**src/rtl/muldiv_seq.sv**
```systemverilog
// Iterative multiply/divide unit: one bit per cycle, fixed WIDTH+1 cycle latency,
// double-width result and condition codes presented with a one-cycle done pulse.
module muldiv_seq #(
  parameter int unsigned WIDTH = 32
) (
  input  logic             clk_i,
  input  logic             rst_i,
  input  logic             start_i,
  input  logic [1:0]       op_i,
  input  logic [WIDTH-1:0] in1,
  input  logic [WIDTH-1:0] in2,
  output logic             busy_o,
  output logic             done_o,
  output logic [WIDTH-1:0] out,
  output logic [WIDTH-1:0] out_hi,
  output logic             c_out,
  output logic             z_out,
  output logic             n_out,
  output logic             v_out,
  output logic             dz_out
);

  localparam int unsigned CW = $clog2(WIDTH + 1);
  localparam logic [WIDTH-1:0] MOST_NEG = {1'b1, {(WIDTH-1){1'b0}}};

  typedef enum logic [1:0] {IDLE, CALC, FIX} state_t;

  state_t           state;
  logic [CW-1:0]    count;
  logic [1:0]       op;
  logic             sign1, sign2;
  logic [WIDTH-1:0] opnd;    // multiplicand, or divisor magnitude
  logic [WIDTH-1:0] acc_hi;  // product high half, or partial remainder
  logic [WIDTH-1:0] acc_lo;  // multiplier bits, or dividend bits becoming quotient
  logic [WIDTH-1:0] orig1;

  logic [WIDTH-1:0]   abs1, abs2;
  logic [WIDTH:0]     mul_sum;
  logic [WIDTH:0]     shifted;
  logic [WIDTH+1:0]   diff;
  logic               borrow;
  logic [2*WIDTH-1:0] prod, prod_fix;
  logic [WIDTH-1:0]   quo_fix, rem_fix;
  logic [WIDTH-1:0]   res_lo, res_hi;
  logic               res_v, res_dz;

  always_comb begin
    abs1 = (op_i[0] && in1[WIDTH-1]) ? -in1 : in1;
    abs2 = (op_i[0] && in2[WIDTH-1]) ? -in2 : in2;

    mul_sum = {1'b0, acc_hi} + (acc_lo[0] ? {1'b0, opnd} : '0);
    shifted = {acc_hi, acc_lo[WIDTH-1]};
    diff    = {1'b0, shifted} - {2'b00, opnd};
    borrow  = diff[WIDTH+1];

    prod     = {acc_hi, acc_lo};
    prod_fix = (sign1 ^ sign2) ? -prod : prod;
    quo_fix  = (sign1 ^ sign2) ? -acc_lo : acc_lo;
    rem_fix  = sign1 ? -acc_hi : acc_hi;

    res_lo = prod_fix[WIDTH-1:0];
    res_hi = prod_fix[2*WIDTH-1:WIDTH];
    res_v  = 1'b0;
    res_dz = 1'b0;
    case (op)
      2'b00: res_v = |res_hi;
      2'b01: res_v = (res_hi != {WIDTH{res_lo[WIDTH-1]}});
      default: begin
        res_dz = (opnd == '0);
        if (res_dz) begin
          // With a zero divisor every trial subtract succeeds; override to the defined result.
          res_lo = '1;
          res_hi = orig1;
        end else begin
          res_lo = quo_fix;
          res_hi = rem_fix;
          res_v  = op[0] && sign2 && (opnd == WIDTH'(1)) && (orig1 == MOST_NEG);
        end
      end
    endcase
  end

  always_ff @(posedge clk_i or posedge rst_i) begin
    if (rst_i) begin
      state  <= IDLE;
      count  <= '0;
      op     <= '0;
      sign1  <= 1'b0;
      sign2  <= 1'b0;
      opnd   <= '0;
      acc_hi <= '0;
      acc_lo <= '0;
      orig1  <= '0;
      busy_o <= 1'b0;
      done_o <= 1'b0;
      out    <= '0;
      out_hi <= '0;
      c_out  <= 1'b0;
      z_out  <= 1'b0;
      n_out  <= 1'b0;
      v_out  <= 1'b0;
      dz_out <= 1'b0;
    end else begin
      done_o <= 1'b0;
      case (state)
        IDLE: begin
          if (start_i) begin
            op     <= op_i;
            sign1  <= op_i[0] & in1[WIDTH-1];
            sign2  <= op_i[0] & in2[WIDTH-1];
            orig1  <= in1;
            acc_hi <= '0;
            if (op_i[1]) begin
              opnd   <= abs2;
              acc_lo <= abs1;
            end else begin
              opnd   <= abs1;
              acc_lo <= abs2;
            end
            count  <= CW'(WIDTH);
            busy_o <= 1'b1;
            state  <= CALC;
          end
        end
        CALC: begin
          if (op[1]) begin
            acc_hi <= borrow ? shifted[WIDTH-1:0] : diff[WIDTH-1:0];
            acc_lo <= {acc_lo[WIDTH-2:0], ~borrow};
          end else begin
            acc_hi <= mul_sum[WIDTH:1];
            acc_lo <= {mul_sum[0], acc_lo[WIDTH-1:1]};
          end
          count <= count - 1'b1;
          if (count == CW'(1)) state <= FIX;
        end
        FIX: begin
          out    <= res_lo;
          out_hi <= res_hi;
          c_out  <= 1'b0;
          z_out  <= (res_lo == '0);
          n_out  <= res_lo[WIDTH-1];
          v_out  <= res_v;
          dz_out <= res_dz;
          done_o <= 1'b1;
          busy_o <= 1'b0;
          state  <= IDLE;
        end
        default: state <= IDLE;
      endcase
    end
  end

endmodule
```
**config.mk**
```make
export PLATFORM = sky130hd
export DESIGN_NAME = muldiv_seq
export DESIGN_NICKNAME = d
export VERILOG_FILES = /design/src/rtl/muldiv_seq.sv
export SDC_FILE = /design/constraint.sdc
export NUM_CORES = 1
export LEC_CHECK = 0
export CAP_MARGIN = 20
export CORE_ASPECT_RATIO = 1.25
export CORE_MARGIN = 2
export CORE_UTILIZATION = 50
export CTS_CLUSTER_DIAMETER = 80
export CTS_CLUSTER_SIZE = 10
export DETAILED_ROUTE_END_ITERATION = 10
export PLACE_DENSITY = 0.7
export SETUP_SLACK_MARGIN = 0.5
export SLEW_MARGIN = 20
export SYNTH_ARGS = -nofsm -noshare
export SYNTH_HDL_FRONTEND = slang
export SYNTH_SLANG_ARGS = --single-unit
```
**constraint.sdc**
```tcl
create_clock -name clk_i -period 23.2 [get_ports clk_i]
set_clock_uncertainty 0.2 [all_clocks]
set_input_delay 4.64 -clock clk_i [delete_from_list [all_inputs] [get_ports clk_i]]
set_output_delay 4.64 -clock clk_i [all_outputs]
set_load 0.005 [all_outputs]
```
# --- Yosys cells after proc, flatten, opt, wreduce, memory -nomap -nowiden ---
# Index checks and enable logic that the tools add are counted.
classes:
  add_sub_neg: 8
  eq_ne: 9
  n_reduce_logical: 17
  muxes: 30
  n_bitwise: 4
ops:
  columns: ["op", "n"]
  rows:
  - ["two-way mux 32 bit", 16]
  - ["negation 32 bit", 4]
  - ["one-hot mux 32 bit (2 select lines)", 2]
  - ["zero test 32 bit", 2]
  - ["two-way mux 64 bit", 1]
  - ["negation 64 bit", 1]
  - ["subtractor 33 x 32 -> 34 bit", 1]
  - ["adder 32 x 32 -> 33 bit", 1]
  - ["== test 32 x 1 -> 1 bit (second input constant)", 1]
  - ["== test 32 bit (second input constant)", 1]
  - ["!= test 32 bit", 1]
  - ["OR reduction 32 bit", 1]
  - ["one-hot mux 6 bit (2 select lines)", 1]
  - ["AND reduction 2 bit", 4]
  - ["== test 6 x 1 -> 1 bit (second input constant)", 1]
  - ["two-way mux 6 bit", 1]
  - ["subtractor 6 x 1 -> 6 bit (second input constant)", 1]
  - ["logical AND 1 bit", 5]
  - ["== test 2 x 1 -> 1 bit (second input constant)", 2]
  - ["zero test 2 bit", 2]
  - ["two-way mux 1 bit", 4]
  - ["two-way mux 2 bit", 2]
  - ["!= test 2 bit (second input constant)", 2]
  - ["one-hot mux 1 bit (2 select lines)", 2]
  - ["7 further kinds", 9]
word_totals:
  ff_bits: 210
  word_cells: 85
  output_inout_bits: 71
  in_bits: 69

# --- Longest topological paths before layout ---
depth:
  ltp_word: 5
  ltp_mapped: 15
  ltp_nobuf: 14

# --- Worst setup path after synthesis ---
# No wires, ideal clock.
synth_timing:
  kind: "in2reg"
  startpoint: "in in2[8]"
  endpoint: "reg acc_lo[30]"
  n_path_buf: 1
  required_ns: 22.864
  slack_ns: 16.050
  path_stages: 10
  t_arrival_ns: 6.815
  setup_time_ns: 0.136
  cell_sequence: "nor4_1 -> or3b_2 -> or3_1 -> nor2b_1 -> clkbuf_1 -> a31oi_1 -> xor2_1 -> a21oi_1 -> a21boi_0 -> o22ai_1"
synth_between:
  elab_chain_cells: 5
synth_lines:
  columns: ["item", "line", "rtl"]
  rows:
  - ["start: declaration", "11", "input logic [WIDTH-1:0] in2,"]
  - ["negation 32 bit", "49", "abs2 = (op_i[0] && in2[WIDTH-1]) ? -in2 : in2;"]
  - ["two-way mux 32 bit", "49", null]
  - ["two-way mux 32 bit", "113", "if (op_i[1]) begin"]
  - ["two-way mux 32 bit", "107", "if (start_i) begin"]
  - ["one-hot mux 32 bit (2 select lines)", "105", "case (state)"]
  - ["end signal: assignment", "115", "acc_lo <= abs1;"]
  - ["end signal: assignment", "118", "acc_lo <= abs2;"]
  - ["end signal: assignment", "128", "acc_lo <= {acc_lo[WIDTH-2:0], ~borrow};"]
  - ["end: declaration", "34", "logic [WIDTH-1:0] acc_lo;"]
# No other way between the ends. The select of a mux whose other input is x is not followed.
# A chain may end at the register's enable or synchronous reset.

# --- Final worst setup path ---
layout_timing:
  startpoint: "in in1[2]"
  endpoint: "reg acc_lo[29]"
layout_between:
  elab_chain_cells: 5
layout_lines:
  columns: ["item", "line", "rtl"]
  rows:
  - ["start: declaration", "10", "input logic [WIDTH-1:0] in1,"]
  - ["negation 32 bit", "48", "abs1 = (op_i[0] && in1[WIDTH-1]) ? -in1 : in1;"]
  - ["two-way mux 32 bit", "48", null]
  - ["two-way mux 32 bit", "113", null]
  - ["two-way mux 32 bit", "107", null]
  - ["one-hot mux 32 bit (2 select lines)", "105", null]
# No other way between the ends. The select of a mux whose other input is x is not followed.

==> flow_summary_export.csv <==
group,metric,value,unit
outcome,status,"completed",
pwr,p_clk_share,9.8,%
global_route,grt_first_pass_wirelength,101000,µm
global_route,grt_pass1_vias,17400,
setup_path,cp-end-kind,"flop",
yosys,postSynthRegisterBits,209,
setup_path,crit_buf_inv,1,
clocking,cts_sinks,209,
setup_path,cp.required,23.38,ns
drt,dr_wl_met2,30900,µm
pwr,switchingPower,1850,µW
floorplan,core,0.0352,mm²
timing,finalMaxSlewViolations,0,
timing,max_slew_margin,30.6,%
floorplan,num_rows,77,
setup_path,critPathTopFamily,"simple AND/OR/NAND/NOR gates",
drt,ant_nets,0,
layout,fillers,3327,
pwr,combPwrFrac,65.8,%
setup_path,path_cells,"clkdlybuf4s50_1 > or3_1 > nor4_1 > nand3_1 > nor3_1 > a21oi_1 > xnor2_1 > nand2_1 > o211ai_1 > a22oi_1",
drt,totalWireLength,66400,µm
setup_path,slowest_delay,0.68,ns
yosys,syn_area,0.0178,mm²
timing,hold_viol_final,0,
layout,multiInputGateArea,0.0116,mm²
timing,fin_ws,15.32,ns
pwr,seqPwrFrac,24.4,%
global_route,grtUsageTotal,34.9,%
pwr,power,3510,µW
hold_path,hold_class,"reg -> reg",
drt,drt_iter0_drc,1761,
clocking,htreeDepth,1,
clocking,postCtsResizedCells,0,
layout,drive_above_1_share,3.91,%
place,finalWeightedCongestion,1.00,
pwr,intPower,1660,µW
yosys,ys_seq_area_share,29.4,%
yosys,ys_top_cells_by_area,"dfrtp_1 29%, nand2_1 6.9%, o21ai_0 5.7%",
floorplan,ioPinCount,140,
timing,tns,0,ns
setup_path,startpoint_type,"primary input",
place,dp_slack,14.99,ns
layout,instances_no_fill,2802,
place,portBuffers,138,
drt,wl_met3,4540,µm
yosys,yosysWarnings,0,
layout,final_nets,2467,
drt,met1_length,26300,µm
drt,vias,18000,
yosys,synthArstFlopShare,100,%
flow_run,cap_violations,0,
layout,final-seq-area,0.00523,mm²
global_route,grt-ovfl-total,0,
clocking,cts_tree,"done",
place,dpl.cell_count,2774,
timing,rsz0062_at_grt,"false",
setup_path,criticalPathCategory,"in -> reg",
setup_path,worstPathMaxFanout,5,
timing,finalCritPeriodShare,33.9,%
drt,routedWlPerCell,23.7,µm
floorplan,die_w,173,µm
pwr,leakage,0.00811,µW
place,hpwl,50100,µm
timing,fmaxAchievable,127,MHz
global_route,grt_max_degree,102,
clocking,path_clk_slew,0.06,ns
yosys,synth_edf_count,0,
yosys,netlist_instances,2310,
clocking,cts_buffers,24,
yosys,synth_area_per_cell,7.69,µm²
drt,routed_via_density,6.42,
yosys,synth_top_area_share,29.4,%
pwr,switching_share,52.8,%
floorplan,dieArea,0.0371,mm²
drt,drt_first_pass_iters,6,
clocking,clk_latency,0.55,ns
timing,timing.final.crit_period,7.88,ns
pwr,powerDensity,176,mW/mm²
clocking,cts_setup_buffers,0,
clocking,ctsHoldBuffers,0,
timing,setup_viol,0,
drt,highest_layer,"met4",
floorplan,die_y,215,µm
setup_path,critPathSlowestCell,"nor4_1",
pwr,ir_worst_vdd,0.112,mV
yosys,ys_dominant_reg_cell,"dfrtp_1",
yosys,ys_types,92,
drt,drc,0,
yosys,syn-num-nets,2451,
global_route,antenna_found_initial,0,
clocking,clock_path_buffers,3,
layout,syn_to_final_growth,12.1,%
setup_path,worstPathArrival,8.05,ns
floorplan,initial_utilization,50.5,%
yosys,synth_top_area_cell,"dfrtp_1",
clocking,cts-root-buf,"clkbuf_16",
timing,tightest_slew,1.03,ns
==> synth_stat cells, drive strengths merged (8+ instances only) <==
master	number
a211oi	61
a21o	39
a21oi	201
a31oi	39
and2	11
buf	34
clkbuf	133
dfrtp	209
ha	70
inv	69
mux2i	53
nand2	326
nand2b	16
nand3	47
nand4	20
nor2	213
nor2b	12
nor3	49
nor4	51
o211ai	44
o21a	9
o21ai	206
o22a	21
o31ai	20
o41ai	13
or3	15
or4	8
xnor2	113
xor2	97
==> cells by family (layout without fill, tap and decap cells) <==
family	count (synthesis)	in the layout	synth area share, %
AND/OR/NAND/NOR	811	811	21.7
flip-flops	209	209	29.4
multiplexers	54	54	3.05
adder cells (fa/ha/maj)	72	72	5.16
AO/OA/AOI/OAI	713	713	24.8
buffers and inverters	240	257	5.30
other	1	2	0.0211
XOR/XNOR	210	210	10.4
==> flip-flops by register name (all words and copies together) (netlist names), 2 cells and up <==
signal  flops
acc_hi     32
acc_lo     32
count       6
op          2
opnd       32
orig1      32
out        32
out_hi     32
state       2
==> per-layer routing <==
metal,up-vias,GRT usage (%)
li1,8298,-
met1,8608,43.8
met2,857,57.5
met4,0,22.5
met5,-,0
met3,239,3.45
==> power groups by stage <==
stage | clock network, µW | registers [µW] | logic [µW]
6_report | 345 | 856 | 2310
5_1_grt | 359 | 869 | 2520
4_1_cts | 346 | 843 | 2280
3_5_place_dp | 0 | 848 | 2270
3_3_place_gp | 0 | 844 | 2240
2_1_floorplan | 0 | 651 | 1720
==> layout make-up <==
cell class,count,share of cell area (%)
inverters,73,1.41
well taps,474,2.98
multi-input cells,1861,58.5
clock buffers,27,3.18
diodes,1,0.0126
flip-flops and latches,209,26.3
repair buffers,157,7.63
==> worst min-delay path, cell delays in order, from the launching register on <==
cell and delay [ns]:
dfrtp_1 0.34, nand2_1 0.04, o21ai_0 0.06
==> path summary, 6_finish.rpt <==
check                      slack [ns]  cells past startpoint      start         end
max                             15.32                     10     in1[2]  acc_lo[29]
min                              0.28                      2  out_hi[6]   out_hi[6]
max reg2reg                     18.33                     12  acc_lo[0]       v_out
min reg2reg                      0.28                      2  out_hi[6]   out_hi[6]
max in group asynchronous       16.18                      4      rst_i       op[1]
min in group asynchronous        4.36                      2      rst_i    count[4]
==> cells in the final DEF (no fill, tap or decap), types with 5 or more instances in the layout <==
cell	count
nand2_1	325
nor3b_1	5
nand3b_1	7
nor3_1	44
nor4_1	44
or4_1	7
nand3_1	45
and3_1	7
a31oi_1	39
a21oi_1	201
a41oi_1	5
o21a_1	9
a211oi_1	61
a22oi_1	7
nor4_4	6
o31ai_1	20
mux2i_1	53
nand2b_1	16
nand4_1	19
inv_1	67
a21o_1	39
nor2b_1	12
o211ai_1	44
dfrtp_1	208
o21ai_0	203
o22a_1	21
or2_2	5
and2_1	10
ha_1	70
o41ai_1	12
or3_1	14
xor2_1	96
o32ai_1	5
nor2_1	210
clkdlybuf4s50_1	137
xnor2_1	110
clkbuf_16	25
buf_4	19
==> per-stage QoR <==
| step | util, % | hold slack [ns] | area (µm²) |
|---|---|---|---|
| 2_1_floorplan | - | 0.257 | 17800 |
| 3_3_place_gp | 54.8 | 0.263 | 19300 |
| 3_5_place_dp | 54.8 | 0.270 | 19300 |
| 4_1_cts | 56.6 | 0.282 | 19900 |
| 5_1_grt | 56.6 | 0.308 | 19900 |
| 6_report | 56.6 | 0.278 | 19900 |
(Power assumes the default switching activity.)
